### src/rtl/ddr3_axi_tester_pkg.sv
// Shared definitions for the DDR3 AXI traffic tester: FSM encodings, AXI constants,
// LFSR taps and small helpers used by the top level and the pattern generators.
package ddr3_axi_tester_pkg;

    localparam logic [2:0] ST_IDLE  = 3'd0;
    localparam logic [2:0] ST_WADDR = 3'd1;
    localparam logic [2:0] ST_WDATA = 3'd2;
    localparam logic [2:0] ST_WRESP = 3'd3;
    localparam logic [2:0] ST_RADDR = 3'd4;
    localparam logic [2:0] ST_RDATA = 3'd5;
    localparam logic [2:0] ST_DONE  = 3'd6;

    localparam logic [1:0] BURST_INCR = 2'b01;
    localparam logic [1:0] RESP_OKAY  = 2'b00;

    // Right-shift Galois form of x^32+x^22+x^2+x+1.
    localparam logic [31:0] LFSR_TAPS = 32'h8020_0003;

    function automatic logic [31:0] lfsr_step(input logic [31:0] s);
        return {1'b0, s[31:1]} ^ (s[0] ? LFSR_TAPS : 32'h0);
    endfunction

    function automatic logic [15:0] sat_inc(input logic [15:0] v);
        return (v == 16'hFFFF) ? v : v + 16'd1;
    endfunction

endpackage

### src/rtl/ddr3_axi_tester_if.sv
// AXI4 write/read port bundle between the tester (master) and the DDR3 controller (slave).
// Signal suffixes follow the tester's point of view.
interface ddr3_axi_tester_if #(
    parameter int ADDRS = 27,
    parameter int WIDTH = 32,
    parameter int REQID = 4
);
    logic                 awvalid_o;
    logic                 awready_i;
    logic [ADDRS-1:0]     awaddr_o;
    logic [REQID-1:0]     awid_o;
    logic [7:0]           awlen_o;
    logic [1:0]           awburst_o;

    logic                 wvalid_o;
    logic                 wready_i;
    logic                 wlast_o;
    logic [WIDTH/8-1:0]   wstrb_o;
    logic [WIDTH-1:0]     wdata_o;

    logic                 bvalid_i;
    logic                 bready_o;
    logic [1:0]           bresp_i;
    logic [REQID-1:0]     bid_i;

    logic                 arvalid_o;
    logic                 arready_i;
    logic [ADDRS-1:0]     araddr_o;
    logic [REQID-1:0]     arid_o;
    logic [7:0]           arlen_o;
    logic [1:0]           arburst_o;

    logic                 rvalid_i;
    logic                 rready_o;
    logic                 rlast_i;
    logic [1:0]           rresp_i;
    logic [REQID-1:0]     rid_i;
    logic [WIDTH-1:0]     rdata_i;

    modport master (
        output awvalid_o, awaddr_o, awid_o, awlen_o, awburst_o,
        input  awready_i,
        output wvalid_o, wlast_o, wstrb_o, wdata_o,
        input  wready_i,
        input  bvalid_i, bresp_i, bid_i,
        output bready_o,
        output arvalid_o, araddr_o, arid_o, arlen_o, arburst_o,
        input  arready_i,
        input  rvalid_i, rlast_i, rresp_i, rid_i, rdata_i,
        output rready_o
    );

    modport slave (
        input  awvalid_o, awaddr_o, awid_o, awlen_o, awburst_o,
        output awready_i,
        input  wvalid_o, wlast_o, wstrb_o, wdata_o,
        output wready_i,
        output bvalid_i, bresp_i, bid_i,
        input  bready_o,
        input  arvalid_o, araddr_o, arid_o, arlen_o, arburst_o,
        output arready_i,
        output rvalid_i, rlast_i, rresp_i, rid_i, rdata_i,
        input  rready_o
    );

endinterface

### src/rtl/ddr3_axi_tester_lfsr32.sv
// 32-bit Galois LFSR pattern source: load restarts from SEED, step advances one beat.
module tester_lfsr32
    import ddr3_axi_tester_pkg::*;
#(
    parameter logic [31:0] SEED = 32'h1
) (
    input  logic        clock,
    input  logic        reset,
    input  logic        load_i,
    input  logic        step_i,
    output logic [31:0] state_o
);
    logic [31:0] state_q;
    logic [31:0] state_d;

    always_comb begin
        state_d = state_q;
        if (load_i) begin
            state_d = SEED;
        end else if (step_i) begin
            state_d = lfsr_step(state_q);
        end
    end

    always_ff @(posedge clock or posedge reset) begin
        if (reset) begin
            state_q <= SEED;
        end else begin
            state_q <= state_d;
        end
    end

    assign state_o = state_q;

endmodule

### src/rtl/ddr3_axi_tester.sv
// Writes an LFSR pattern over a region in INCR bursts, reads it back and counts mismatches.
// Define DDR3_TESTER_ERRLOG_EN to capture the address/data of the first failure.
module ddr3_axi_tester
    import ddr3_axi_tester_pkg::*;
#(
    parameter int                ADDRS      = 27,
    parameter int                WIDTH      = 32,
    parameter int                REQID      = 4,
    parameter int                BURST_LEN  = 8,
    parameter int                NUM_BURSTS = 16,
    parameter logic [ADDRS-1:0]  BASE_ADDR  = '0,
    parameter logic [31:0]       SEED       = 32'h1,
    parameter logic [REQID-1:0]  TEST_ID    = REQID'(4'h5)
) (
    input  logic              clock,
    input  logic              reset,
    input  logic              start_i,
    output logic              busy_o,
    output logic              done_o,
    output logic              pass_o,
    output logic [15:0]       errors_o,
    output logic [ADDRS-1:0]  err_addr_o,
    output logic [WIDTH-1:0]  err_data_o,
    ddr3_axi_tester_if.master axi
);
    localparam int               BEAT_BYTES  = WIDTH / 8;
    localparam logic [ADDRS-1:0] BURST_BYTES = ADDRS'(BURST_LEN * BEAT_BYTES);
    localparam int               BW          = (NUM_BURSTS > 1) ? $clog2(NUM_BURSTS) : 1;
    localparam logic [BW-1:0]    LAST_BURST  = BW'(NUM_BURSTS - 1);
    localparam logic [7:0]       LAST_BEAT   = 8'(BURST_LEN - 1);

    logic [2:0]       state_q, state_d;
    logic [ADDRS-1:0] addr_q, addr_d;
    logic [BW-1:0]    burst_q, burst_d;
    logic [7:0]       beat_q, beat_d;
    logic [15:0]      errors_q, errors_d;
    logic             done_q, done_d;

    logic [31:0] wr_pat, rd_pat;
    logic        start_ok, aw_hs, w_hs, b_hs, ar_hs, r_hs;
    logic        last_beat, last_burst, b_err, r_err;

    assign start_ok   = start_i && (state_q == ST_IDLE || state_q == ST_DONE);
    assign aw_hs      = (state_q == ST_WADDR) && axi.awready_i;
    assign w_hs       = (state_q == ST_WDATA) && axi.wready_i;
    assign b_hs       = (state_q == ST_WRESP) && axi.bvalid_i;
    assign ar_hs      = (state_q == ST_RADDR) && axi.arready_i;
    assign r_hs       = (state_q == ST_RDATA) && axi.rvalid_i;
    assign last_beat  = (beat_q == LAST_BEAT);
    assign last_burst = (burst_q == LAST_BURST);

    assign b_err = b_hs && (axi.bresp_i != RESP_OKAY || axi.bid_i != TEST_ID);
    // rlast is only judged here; the beat counter alone decides when a burst ends.
    assign r_err = r_hs && (axi.rdata_i != WIDTH'(rd_pat) || axi.rresp_i != RESP_OKAY ||
                            axi.rid_i != TEST_ID || axi.rlast_i != last_beat);

    tester_lfsr32 #(.SEED(SEED)) u_wr_lfsr (
        .clock  (clock),
        .reset  (reset),
        .load_i (start_ok),
        .step_i (w_hs),
        .state_o(wr_pat)
    );

    tester_lfsr32 #(.SEED(SEED)) u_rd_lfsr (
        .clock  (clock),
        .reset  (reset),
        .load_i (start_ok),
        .step_i (r_hs),
        .state_o(rd_pat)
    );

    always_comb begin
        state_d  = state_q;
        addr_d   = addr_q;
        burst_d  = burst_q;
        beat_d   = beat_q;
        errors_d = (b_err || r_err) ? sat_inc(errors_q) : errors_q;
        done_d   = done_q;
        case (state_q)
            ST_IDLE, ST_DONE: begin
                if (start_i) begin
                    state_d  = ST_WADDR;
                    addr_d   = BASE_ADDR;
                    burst_d  = '0;
                    beat_d   = '0;
                    errors_d = '0;
                    done_d   = 1'b0;
                end
            end
            ST_WADDR: if (aw_hs) state_d = ST_WDATA;
            ST_WDATA: begin
                if (w_hs) begin
                    beat_d = last_beat ? 8'd0 : beat_q + 8'd1;
                    if (last_beat) state_d = ST_WRESP;
                end
            end
            ST_WRESP: begin
                if (b_hs) begin
                    burst_d = last_burst ? '0 : burst_q + BW'(1);
                    addr_d  = last_burst ? BASE_ADDR : addr_q + BURST_BYTES;
                    state_d = last_burst ? ST_RADDR : ST_WADDR;
                end
            end
            ST_RADDR: if (ar_hs) state_d = ST_RDATA;
            ST_RDATA: begin
                if (r_hs) begin
                    beat_d = last_beat ? 8'd0 : beat_q + 8'd1;
                    if (last_beat) begin
                        burst_d = last_burst ? '0 : burst_q + BW'(1);
                        addr_d  = last_burst ? BASE_ADDR : addr_q + BURST_BYTES;
                        state_d = last_burst ? ST_DONE : ST_RADDR;
                        done_d  = last_burst;
                    end
                end
            end
            default: state_d = ST_IDLE;
        endcase
    end

    always_ff @(posedge clock or posedge reset) begin
        if (reset) begin
            state_q  <= ST_IDLE;
            addr_q   <= BASE_ADDR;
            burst_q  <= '0;
            beat_q   <= '0;
            errors_q <= '0;
            done_q   <= 1'b0;
        end else begin
            state_q  <= state_d;
            addr_q   <= addr_d;
            burst_q  <= burst_d;
            beat_q   <= beat_d;
            errors_q <= errors_d;
            done_q   <= done_d;
        end
    end

`ifdef DDR3_TESTER_ERRLOG_EN
    logic             err_seen_q, err_seen_d;
    logic [ADDRS-1:0] err_addr_q, err_addr_d;
    logic [WIDTH-1:0] err_data_q, err_data_d;

    always_comb begin
        err_seen_d = err_seen_q;
        err_addr_d = err_addr_q;
        err_data_d = err_data_q;
        if (start_ok) begin
            err_seen_d = 1'b0;
            err_addr_d = '0;
            err_data_d = '0;
        end else if (!err_seen_q && (b_err || r_err)) begin
            // A write-response failure has no beat, so it logs the burst address.
            err_seen_d = 1'b1;
            err_addr_d = r_err ? addr_q + ADDRS'(beat_q) * ADDRS'(BEAT_BYTES) : addr_q;
            err_data_d = r_err ? axi.rdata_i : '0;
        end
    end

    always_ff @(posedge clock or posedge reset) begin
        if (reset) begin
            err_seen_q <= 1'b0;
            err_addr_q <= '0;
            err_data_q <= '0;
        end else begin
            err_seen_q <= err_seen_d;
            err_addr_q <= err_addr_d;
            err_data_q <= err_data_d;
        end
    end

    assign err_addr_o = err_addr_q;
    assign err_data_o = err_data_q;
`else
    assign err_addr_o = '0;
    assign err_data_o = '0;
`endif

    assign busy_o   = (state_q != ST_IDLE) && (state_q != ST_DONE);
    assign done_o   = done_q;
    assign pass_o   = done_q && (errors_q == 16'd0);
    assign errors_o = errors_q;

    assign axi.awvalid_o = (state_q == ST_WADDR);
    assign axi.awaddr_o  = addr_q;
    assign axi.awid_o    = TEST_ID;
    assign axi.awlen_o   = LAST_BEAT;
    assign axi.awburst_o = BURST_INCR;
    assign axi.wvalid_o  = (state_q == ST_WDATA);
    assign axi.wlast_o   = (state_q == ST_WDATA) && last_beat;
    assign axi.wstrb_o   = '1;
    assign axi.wdata_o   = WIDTH'(wr_pat);
    assign axi.bready_o  = (state_q == ST_WRESP);
    assign axi.arvalid_o = (state_q == ST_RADDR);
    assign axi.araddr_o  = addr_q;
    assign axi.arid_o    = TEST_ID;
    assign axi.arlen_o   = LAST_BEAT;
    assign axi.arburst_o = BURST_INCR;
    assign axi.rready_o  = (state_q == ST_RDATA);

endmodule

### src/flat_wrapper.sv
// flat-port wrapper written by rule: the top's interface ports become plain ports
module ddr3_axi_tester_flat import ddr3_axi_tester_pkg::*;
#(
    parameter int                ADDRS      = 27,
    parameter int                WIDTH      = 32,
    parameter int                REQID      = 4,
    parameter int                BURST_LEN  = 8,
    parameter int                NUM_BURSTS = 16,
    parameter logic [ADDRS-1:0]  BASE_ADDR  = '0,
    parameter logic [31:0]       SEED       = 32'h1,
    parameter logic [REQID-1:0]  TEST_ID    = REQID'(4'h5)
)
  (clock, reset, start_i, busy_o, done_o, pass_o, errors_o, err_addr_o, err_data_o, axi_awvalid_o, axi_awaddr_o, axi_awid_o, axi_awlen_o, axi_awburst_o, axi_awready_i, axi_wvalid_o, axi_wlast_o, axi_wstrb_o, axi_wdata_o, axi_wready_i, axi_bvalid_i, axi_bresp_i, axi_bid_i, axi_bready_o, axi_arvalid_o, axi_araddr_o, axi_arid_o, axi_arlen_o, axi_arburst_o, axi_arready_i, axi_rvalid_i, axi_rlast_i, axi_rresp_i, axi_rid_i, axi_rdata_i, axi_rready_o);
  ddr3_axi_tester_if #(.ADDRS(ADDRS), .WIDTH(WIDTH), .REQID(REQID)) axi_i ();
  input  logic clock;
  input  logic reset;
  input  logic start_i;
  output logic busy_o;
  output logic done_o;
  output logic pass_o;
  output logic [15:0] errors_o;
  output logic [ADDRS-1:0] err_addr_o;
  output logic [WIDTH-1:0] err_data_o;
  output wire logic [$bits(axi_i.awvalid_o)-1:0] axi_awvalid_o;
  output wire logic [$bits(axi_i.awaddr_o)-1:0] axi_awaddr_o;
  output wire logic [$bits(axi_i.awid_o)-1:0] axi_awid_o;
  output wire logic [$bits(axi_i.awlen_o)-1:0] axi_awlen_o;
  output wire logic [$bits(axi_i.awburst_o)-1:0] axi_awburst_o;
  input wire logic [$bits(axi_i.awready_i)-1:0] axi_awready_i;
  output wire logic [$bits(axi_i.wvalid_o)-1:0] axi_wvalid_o;
  output wire logic [$bits(axi_i.wlast_o)-1:0] axi_wlast_o;
  output wire logic [$bits(axi_i.wstrb_o)-1:0] axi_wstrb_o;
  output wire logic [$bits(axi_i.wdata_o)-1:0] axi_wdata_o;
  input wire logic [$bits(axi_i.wready_i)-1:0] axi_wready_i;
  input wire logic [$bits(axi_i.bvalid_i)-1:0] axi_bvalid_i;
  input wire logic [$bits(axi_i.bresp_i)-1:0] axi_bresp_i;
  input wire logic [$bits(axi_i.bid_i)-1:0] axi_bid_i;
  output wire logic [$bits(axi_i.bready_o)-1:0] axi_bready_o;
  output wire logic [$bits(axi_i.arvalid_o)-1:0] axi_arvalid_o;
  output wire logic [$bits(axi_i.araddr_o)-1:0] axi_araddr_o;
  output wire logic [$bits(axi_i.arid_o)-1:0] axi_arid_o;
  output wire logic [$bits(axi_i.arlen_o)-1:0] axi_arlen_o;
  output wire logic [$bits(axi_i.arburst_o)-1:0] axi_arburst_o;
  input wire logic [$bits(axi_i.arready_i)-1:0] axi_arready_i;
  input wire logic [$bits(axi_i.rvalid_i)-1:0] axi_rvalid_i;
  input wire logic [$bits(axi_i.rlast_i)-1:0] axi_rlast_i;
  input wire logic [$bits(axi_i.rresp_i)-1:0] axi_rresp_i;
  input wire logic [$bits(axi_i.rid_i)-1:0] axi_rid_i;
  input wire logic [$bits(axi_i.rdata_i)-1:0] axi_rdata_i;
  output wire logic [$bits(axi_i.rready_o)-1:0] axi_rready_o;
  assign axi_awvalid_o = axi_i.awvalid_o;
  assign axi_awaddr_o = axi_i.awaddr_o;
  assign axi_awid_o = axi_i.awid_o;
  assign axi_awlen_o = axi_i.awlen_o;
  assign axi_awburst_o = axi_i.awburst_o;
  assign axi_i.awready_i = axi_awready_i;
  assign axi_wvalid_o = axi_i.wvalid_o;
  assign axi_wlast_o = axi_i.wlast_o;
  assign axi_wstrb_o = axi_i.wstrb_o;
  assign axi_wdata_o = axi_i.wdata_o;
  assign axi_i.wready_i = axi_wready_i;
  assign axi_i.bvalid_i = axi_bvalid_i;
  assign axi_i.bresp_i = axi_bresp_i;
  assign axi_i.bid_i = axi_bid_i;
  assign axi_bready_o = axi_i.bready_o;
  assign axi_arvalid_o = axi_i.arvalid_o;
  assign axi_araddr_o = axi_i.araddr_o;
  assign axi_arid_o = axi_i.arid_o;
  assign axi_arlen_o = axi_i.arlen_o;
  assign axi_arburst_o = axi_i.arburst_o;
  assign axi_i.arready_i = axi_arready_i;
  assign axi_i.rvalid_i = axi_rvalid_i;
  assign axi_i.rlast_i = axi_rlast_i;
  assign axi_i.rresp_i = axi_rresp_i;
  assign axi_i.rid_i = axi_rid_i;
  assign axi_i.rdata_i = axi_rdata_i;
  assign axi_rready_o = axi_i.rready_o;
  ddr3_axi_tester #(.ADDRS(ADDRS), .WIDTH(WIDTH), .REQID(REQID), .BURST_LEN(BURST_LEN), .NUM_BURSTS(NUM_BURSTS), .BASE_ADDR(BASE_ADDR), .SEED(SEED), .TEST_ID(TEST_ID)) u_core (.clock(clock), .reset(reset), .start_i(start_i), .busy_o(busy_o), .done_o(done_o), .pass_o(pass_o), .errors_o(errors_o), .err_addr_o(err_addr_o), .err_data_o(err_data_o), .axi(axi_i));
endmodule
### config.mk
export PLATFORM = sky130hd
export DESIGN_NAME = ddr3_axi_tester_flat
export DESIGN_NICKNAME = d
export VERILOG_FILES = /design/src/rtl/ddr3_axi_tester_pkg.sv /design/src/rtl/ddr3_axi_tester_if.sv /design/src/rtl/ddr3_axi_tester_lfsr32.sv /design/src/rtl/ddr3_axi_tester.sv /design/src/flat_wrapper.sv
export SDC_FILE = /design/constraint.sdc
export NUM_CORES = 1
export LEC_CHECK = 0
export BUFFER_PORTS_ARGS = -buffer_cell sky130_fd_sc_hd__buf_2
export CAP_MARGIN = 20
export CORE_MARGIN = 8
export CORE_UTILIZATION = 54
export CTS_BUF_LIST = sky130_fd_sc_hd__clkbuf_16
export DETAILED_ROUTE_END_ITERATION = 7
export GPL_TIMING_DRIVEN = 0
export PLACE_DENSITY = 0.86
export SYNTH_ARGS = -nofsm -noshare
export SYNTH_HDL_FRONTEND = slang
export SYNTH_SLANG_ARGS = --single-unit
export TNS_END_PERCENT = 30
### constraint.sdc
create_clock -name clock -period 5.2 [get_ports clock]
set_clock_uncertainty 0.2 [all_clocks]
set_input_delay 0 -clock clock [delete_from_list [all_inputs] [get_ports clock]]
set_output_delay 0 -clock clock [all_outputs]
set_load 0.01 [all_outputs]
---- Word level (Yosys, flattened, before mapping) ----
Index checks and enable logic that the tools add are counted.
Widths: inputs -> output; s select.
storage, ports and cells
  register bits after elaboration ......... 123
  logic and storage cells ................. 110
  output and inout bits ................... 202
  bits of input ports ..................... 53
operators by class
  multiplexer cells ....................... 42
  equality and inequality tests ........... 22
  bitwise operators ....................... 2
  reduce and logical (&&, ||, !) cells .... 32
  add/subtract/negate cells ............... 4
operator list
  cell                   number
  $mux 32                6
  $mux 27                5
  $pmux 27 s3            1
  $mux 16                4
  $xor 31x32->32         2
  $mux 8                 4
  $ne 32x32->1           1
  $add 27x6->27 const B  1
  $mux 3                 9
  $pmux 8 s3             1
  $mux 4                 5
  $pmux 3 s6             1
  $add 16x1->16 const B  1
  $eq 16x16->1 const B   1
  $logic_not 16->1       1
  $ne 2x1->1 const B     7
  $pmux 4 s3             1
  $logic_and 1x1->1      11
  $reduce_bool 2->1      5
  $eq 3x3->1 const B     3
  $reduce_bool 3->1      3
  $add 8x1->8 const B    1
  $eq 8x3->1 const B     1
  $ne 4x3->1 const B     2
  16 further kinds       25

---- Logic depth before layout (Yosys ltp) ----
Gate-level depths: netlist of run 1.
  word-level depth ........................ 9
  gate-level depth with buffers ........... 9
  depth with buffers taken out ............ 7

---- By module ----
A second synthesis of run 1 with hierarchy kept.
second synthesis, totals
  cell total of the unflattened synthesis .. 756
  area, all modules ....................... 7193.1 um2
by module, submodules not included
  module           times used  cells each  seq. area each (um2)  area an instance (um2)
  ddr3_axi_tester  1           542         1351.3                4468.0
  tester_lfsr32    2           107         802.0                 1362.6

---- Worst setup path after synthesis of run 1 ----
OpenSTA, ideal clock, no wires.
  path kind ............................... register to register
  start point ............................. reg u_core.beat_q[3]
  end point ............................... reg u_core.state_q[0]
  buffers on the path ..................... 0
  setup time .............................. 0.125 ns
  clock period less this slack ............ 2.526 ns
  arrival ................................. 2.201 ns
  cell stages (with the launch flop) ...... 6
  setup slack ............................. 2.674 ns
  data required time ...................... 4.875 ns
  cells stage by stage .................... dfrtp_1 > or4_4 > or2_2 > a21boi_1 > nor4b_4 > mux2_2
between the ends
  longest elaborated chain between the ends .. 3
  elaborated cells between the ends (all ways) .. 4
  those cells by class .................... 3 x eq/ne; 1 x reduce/logical
RTL lines
  item                          RTL line                text
  start, declared               ddr3_axi_tester.sv:35   logic [7:0] beat_q, beat_d;
  start signal, assigned        ddr3_axi_tester.sv:133  beat_q <= beat_d;
  $eq 8x3->1 *                  ddr3_axi_tester.sv:49   assign last_beat = (beat_q == LAST_BEAT);
  $ne 2x1->1 (no line)          n/a
  $reduce_and 8->1 (no line) *  n/a
  end signal, assigned          ddr3_axi_tester.sv:130  state_q <= state_d;
  end, declared                 ddr3_axi_tester.sv:32   logic [2:0] state_q, state_d;
Mark *: on every way between the ends. The rest lies on a longest branch, timed or not.
A chain may end at the register's enable or synchronous reset.

---- Final worst setup path of run 1 ----
  start point ............................. reg u_core.state_q[1]
  end point ............................... reg u_core.addr_q[17] (netlist: u_core.axi.araddr_o[17])
between the ends
  longest elaborated chain between the ends .. 4
  elaborated cells between the ends (all ways) .. 14
  those cells by class .................... 7 x eq/ne; 1 x mux; 6 x reduce/logical
RTL lines
  item                                                RTL line                text
  $eq 3x3->1, or another cell as far along            ddr3_axi_tester.sv:80   case (state_q)
  $reduce_or 2->1, or another cell as far along       ddr3_axi_tester.sv:80
  $ne 2x2->1 (no line), or another cell as far along  n/a
  $reduce_and 5->1 (no line)                          n/a
  end signal, assigned                                ddr3_axi_tester.sv:131  addr_q <= addr_d;
  end, declared                                       ddr3_axi_tester.sv:33   logic [ADDRS-1:0] addr_q, addr_d;
Parallel ways exist; a longest one is shown, timed or not.

==> results of run 1 <==
## cell type report
cell class,count,area [µm²],share of cell area [%]
Clock inverter,15,156,1.72
Inverter,15,61.3,0.675
Tap cell,172,215,2.37
Multi-Input combinational cell,637,3350,36.9
Timing Repair Buffer,160,853,9.39
Clock buffer,17,425,4.68
Buffer,159,1070,11.8
Sequential cell,118,2960,32.5
## routing by layer
metal	share of wire [%]	vias up	track usage, %
met5	0.062	-	0
met4	2.2	2	8.10
met3	9.2	34	6.65
met2	49	266	38.4
met1	39	3106	26.0
li1	-	3180	-
## per-stage QoR
step	setup slack [ns]	std cells
floorplan	1.87	929
global placement	0.456	1254
detailed placement	2.21	1255
CTS	2.14	1293
global route	1.96	1293
finish	2.18	1293
## placed cells by master, fill, tap and decap left out, drive strengths merged, types with 3 or more instances in the layout
cell type    Yosys  layout
a211oi           4       4
a21oi           75      75
a31oi            3       3
and2             6       6
and3            15      15
and4             3       3
buf            128     282
clkbuf          31      48
clkinv           0       7
clkinvlp         0       4
conb             2     101
dfrtp          116     116
dlygate4sd3      0       6
ha               5       5
inv             15      17
mux2i            4       4
nand2          161     161
nand3           24      24
nand4           15      15
nor2            43      43
nor2b            3       3
nor3             8       8
nor3b            6       6
nor4            14      14
nor4b            4       4
o211ai           3       3
o21ai           41      41
o31ai           16      16
or3              7       7
or4              6       6
xnor2           10      10
xor2            36      36
## critical path, cell delays in order, from the launching register on
cell and delay, ns:
dfrtp_1 0.35, buf_2 0.17, xor2_1 0.22, nor3b_1 0.36, clkbuf_1 0.51, nor2_1 0.35, nor2_1 0.60, nor2_1 0.11
## repair_timing
action / 4_1_cts / 5_1_grt
resized for setup: 0 / 0
hold buffers: 6 / 0
hold endpoints to repair: 128 / 0
## where the power goes
part / total, W / switching (W) / internal [W]
Clock: 0.00115 / 0.000447 / 0.000705
Combinational: 0.000910 / 0.000563 / 0.000347
Sequential: 0.00114 / 0.000113 / 0.00103
Total: 0.00320 / 0.00112 / 0.00208
## flip-flops by register name, summed over array words and instances (netlist names)
register,flops
u_core.axi.araddr_o,22
u_core.beat_q,8
u_core.burst_q,4
u_core.done_o,1
u_core.errors_o,16
u_core.state_q,3
u_core.u_rd_lfsr.state_o,32
u_core.u_wr_lfsr.state_o,32
## logic make-up after synthesis
| group | share of synthesized area [%] |
|---|---|
| buf+inv | 15.9 |
| fa+ha+maj | 0.886 |
| xor+xnor | 5.71 |
| other cells | 0.106 |
| compound gates | 12.7 |
| mux | 0.727 |
| flops | 41.9 |
| simple gates | 22.1 |
## how the worst min path moves through the flow
stage | from | to | slack, ns | depth (start not counted)
global route | axi_wready_i | u_core.u_wr_lfsr.state_o[16]$_DFFE_PP0P_ | 0.1 | 5
floorplan | start_i | u_core.u_rd_lfsr.state_o[0]$_DFFE_PP1P_ | 0.03 | 2
global placement | u_core.beat_q[7]$_DFFE_PP0P_ | u_core.beat_q[7]$_DFFE_PP0P_ | 0.25 | 1
detailed placement | reset | u_core.axi.araddr_o[19]$_DFFE_PP0P_ | -0.24 | 2
CTS | axi_wready_i | u_core.u_wr_lfsr.state_o[31]$_DFFE_PP0P_ | 0.04 | 5
finish | axi_wready_i | u_core.u_wr_lfsr.state_o[31]$_DFFE_PP0P_ | 0.05 | 5
==> flow_summary.yaml, run 1 <==
outcome:
  status: "completed"
sta:
  fin_setup_tns_ns: 0
  fin_crit_ns: 3.02
  slew-limit-headroom_pct: 41.3
  finalSetupViolations: 0
  fin_crit_sh_pct: 58.0
  tightest_slew_ns: 0.870
  hold_viol: 0
  max_freq_ghz: 0.332
  slew_viol_final: 0
  whs_ns: 0.0547
  rsz0062_at_grt: "false"
clock_tree:
  post_cts_buffers: 0
  clk_path_buf_depth: 2
  insertion_delay_ns: 0.42
  cts-root-buf: "clkbuf_16"
  cts_sinks: 118
  clkSlewWorstSetupHoldPaths_ns: 0.06
  htreeDepth: 4
  cts_tree: "built"
  cts_buffers: 17
yosys:
  synth.top_cell.area_share_pct: 41.1
  synth_area_um2: 7060
  synth-seq-cells: 118
  async_flop_share_pct: 100
  yosysSeqAreaShare_pct: 41.9
  yosys.area.top_type: "dfrtp_1"
  yosys_warnings: 0
  synthFlopType: "dfrtp_1"
  syn_avg_cell_area_um2: 8.51
  synth_common_cells: "161 x nand2_1, 123 x buf_4, 116 x dfrtp_1, 75 x a21oi_1, 43 x nor2_1"
  yosysUniqueCellTypes: 58
  synth-edff-count: 0
  synth_area_leaders: "dfrtp_1 41%, buf_4 13%, nand2_1 8.6%"
  yosysMostFrequentCell: "nand2_1"
  synthCells: 830
detailed_routing:
  antenna_left: 0
  wl_per_cell_um: 14.9
  drt_iter0_markers: 437
  via_per_inst: 5.10
  drc: 0
  vias: 6588
  totalWireLength_um: 19200
  first_pass_iters: 5
worst_setup_path:
  start_kind: "flip-flop"
  r2r_setup_slack_ns: 2.18
  crit_type: "reg2reg"
  critPathRequiredTime_ns: 5.27
  cp.arrival_ns: 3.09
  cp-endpoint: "u_core.axi.araddr_o[17]$_DFFE_PP0P_"
  end_kind: "flip-flop"
  r2r-end: "u_core.axi.araddr_o[17]$_DFFE_PP0P_"
  crit_start: "u_core.state_q[1]$_DFFE_PP0P_"
  rr_startpoint: "u_core.state_q[1]$_DFFE_PP0P_"
  crit_path_max_fanout: 10
  r2r_cells: 7
die:
  die_h_um: 130
  ios: 255
  fp.dieW_um: 130
  fp.coreArea_um2: 12700
  rows: 41
  dieArea_um2: 17000
  start_util_pct: 55.7
cells_and_area:
  stdcell_area_um2: 9090
  drive_above_1_share_pct: 28.6
  area_growth_pct: 28.7
  fin_nets: 1166
  antenna_cells: 0
  fillers: 1008
  fin_util_pct: 71.7
worst_hold_path:
  hold_path.class: "in2reg"
run:
  maxCapViolations: 0
power:
  ir_worst_vdd_mv: 0.331
  p_leak_nw: 4.72
  power_density_nw_per_um2: 352
  power_w: 0.00320
placement:
  place_area_um2: 8440
  hpwl_um: 14400
  place_congestion: 0.883
  portBuffers: 153
global_routing:
  grt_overflow: 0
  grt_pass1_vias: 6287
  grt_max_degree: 97
  grt_usage_pct: 22.4
  grt_first_pass_wirelength_um: 30400
  grt_antenna_before_repair: 1
No activity file was read; power rests on OpenSTA's default activity.
==> inputs of run 2 (changes only) <==
- CORE_UTILIZATION: 54 -> 46
- PLACE_DENSITY: 0.86 -> 0.78
- clock period: 5.2 -> 2.7 ns (I/O delays scaled with it)
==> flow_summary.yaml, run 2 (synthesis results as in run 1) <==
outcome:
  status: "completed"
global_routing:
  met3_usage_pct: 6.60
  grt_max_degree: 38
  globalRouteMet2Util_pct: 32.7
  grt_usage_pct: 19.6
  grt_pass1_vias: 6199
  top_usage_layer: "met2"
  grt_antenna_before_repair: 1
  grt_use_met1_pct: 22.9
  grt_overflow: 0
  grt_first_pass_wirelength_um: 31500
cells_and_area:
  area_growth_pct: 30.8
  stdcell_area_um2: 9240
  antenna_cells: 0
  mostFrequentLayoutCells: "160 x nand2_1, 155 x buf_2, 125 x buf_4"
  seq_area_um2: 2960
  drive_above_1_share_pct: 30.5
  fillers: 1334
  layout_commonest_cell: "nand2_1"
  multiInputGateArea_um2: 3430
  fin_nets: 1168
worst_setup_path:
  critPathSlowestCell: "or4_4"
  crit_path_max_fanout: 10
  end_kind: "flip-flop"
  r2r-end: "u_core.errors_o[3]$_DFF_PP0_"
  cp_cell_sequence: "or4_4 > or3_1 > nand4_2 > nor4_4 > buf_6 > or4_1 > a21oi_2"
  crit_type: "reg2reg"
  critPathMaxStageDelay_ns: 0.58
  cp.arrival_ns: 2.79
  r2r_cells: 7
  cp-endpoint: "u_core.errors_o[3]$_DFF_PP0_"
  rr_startpoint: "u_core.beat_q[3]$_DFFE_PP0P_"
  r2r_setup_slack_ns: 0.05
  crit_start: "u_core.beat_q[3]$_DFFE_PP0P_"
  start_kind: "flip-flop"
  critPathRequiredTime_ns: 2.84
sta:
  fin_crit_ns: 2.65
  hold_viol: 0
  fin_crit_sh_pct: 98.1
  rsz0062_at_grt: "true"
  whs_ns: 0.0402
  finalSetupViolations: 0
  max_freq_ghz: 0.378
  tightest_slew_ns: 0.657
  slew-limit-headroom_pct: 55.5
  slew_viol_final: 0
clock_tree:
  cts_sinks: 118
  cts_tree: "built"
  htreeDepth: 4
  insertion_delay_ns: 0.42
  cts-root-buf: "clkbuf_16"
  cts_buffers: 17
  clkSlewWorstSetupHoldPaths_ns: 0.06
  clk_path_buf_depth: 2
worst_hold_path:
  hold_start: "axi_wready_i"
  hold_path.class: "in2reg"
detailed_routing:
  drc: 0
  drt_iter0_markers: 328
  wl_per_cell_um: 14.8
  totalWireLength_um: 19400
  first_pass_iters: 5
  via_per_inst: 4.91
  vias: 6441
  antenna_left: 0
power:
  p_leak_nw: 4.79
  ir_worst_vdd_mv: 0.480
  power_density_nw_per_um2: 678
placement:
  place_congestion: 0.868
  place_area_um2: 8500
  portBuffers: 153
  hpwl_um: 14500
die:
  fp.coreArea_um2: 15100
  ios: 255
  rows: 45
  fp.dieW_um: 140
  die_h_um: 140
  start_util_pct: 46.8
  dieArea_um2: 19600
run:
  maxCapViolations: 0
run 2: cell types whose count changed in the layout (fill, tap and decap cells not counted), sizes merged:
cell	change
buf	+4
inv	-2
bufinv	+1
clkbuf	-1
clkinv	+1
dlygate4sd3	-1
run 2: worst min path at each step:
stage               cells past startpoint                                       end
detailed placement                      2  u_core.u_rd_lfsr.state_o[16]$_DFFE_PP0P_
floorplan                               2   u_core.u_rd_lfsr.state_o[0]$_DFFE_PP1P_
global placement                        1              u_core.beat_q[7]$_DFFE_PP0P_
CTS                                     5  u_core.u_wr_lfsr.state_o[31]$_DFFE_PP0P_
finish                                  5  u_core.u_wr_lfsr.state_o[19]$_DFFE_PP0P_
global route                            5  u_core.u_wr_lfsr.state_o[14]$_DFFE_PP0P_
run 2: through the flow:
| step | total power (W) | setup TNS, ns | std cells | setup slack [ns] | utilization [%] |
|---|---|---|---|---|---|
| floorplan | 0.00336 | 0 | 929 | 0.174 | - |
| global placement | 0.00392 | -6.07 | 1270 | -0.282 | 55.9 |
| detailed placement | 0.00396 | -7.31 | 1273 | -0.337 | 56.3 |
| CTS | 0.00624 | 0 | 1309 | 0.0100 | 60.6 |
| global route | 0.00660 | -0.0340 | 1311 | -0.0142 | 61.2 |
| finish | 0.00626 | 0 | 1311 | 0.0511 | 61.2 |
run 2: critical path, delay by kind of cell (launching register included):
| kind | cells | cell delay, ns |
|---|---|---|
| flops | 1 | 0.42 |
| buf+inv | 1 | 0.14 |
| simple gates | 5 | 1.65 |
| compound gates | 1 | 0.15 |
run 2: repair_timing:
action | in CTS | in global routing
hold buffers | 5 | 0
setup buffers | 0 | 2
endpoints found under the hold margin | 99 | 0
resized for setup | 8 | 22
pin swaps | 1 | 3
setup endpoints to repair | 43 | 39
run 2: cell type report:
| class | count | share of cell area [%] |
|---|---|---|
| plain buffers | 158 | 11.6 |
| clock buffers | 17 | 4.61 |
| clock inverters | 15 | 1.77 |
| inverters | 15 | 0.650 |
| multi-input cells | 637 | 37.1 |
| flip-flops and latches | 118 | 32.0 |
| well taps | 188 | 2.55 |
| repair buffers | 163 | 9.65 |
run 2: layer usage:
metal,part of all wire [%],wire length [µm]
met1,40,7830
met2,50,9640
met3,8.7,1690
met4,1.1,214
met5,0.057,11
run 2: where the power goes:
part	internal (W)	switching, W
clock network	0.00143	0.000828
logic	0.000693	0.00110
registers	0.00198	0.000232
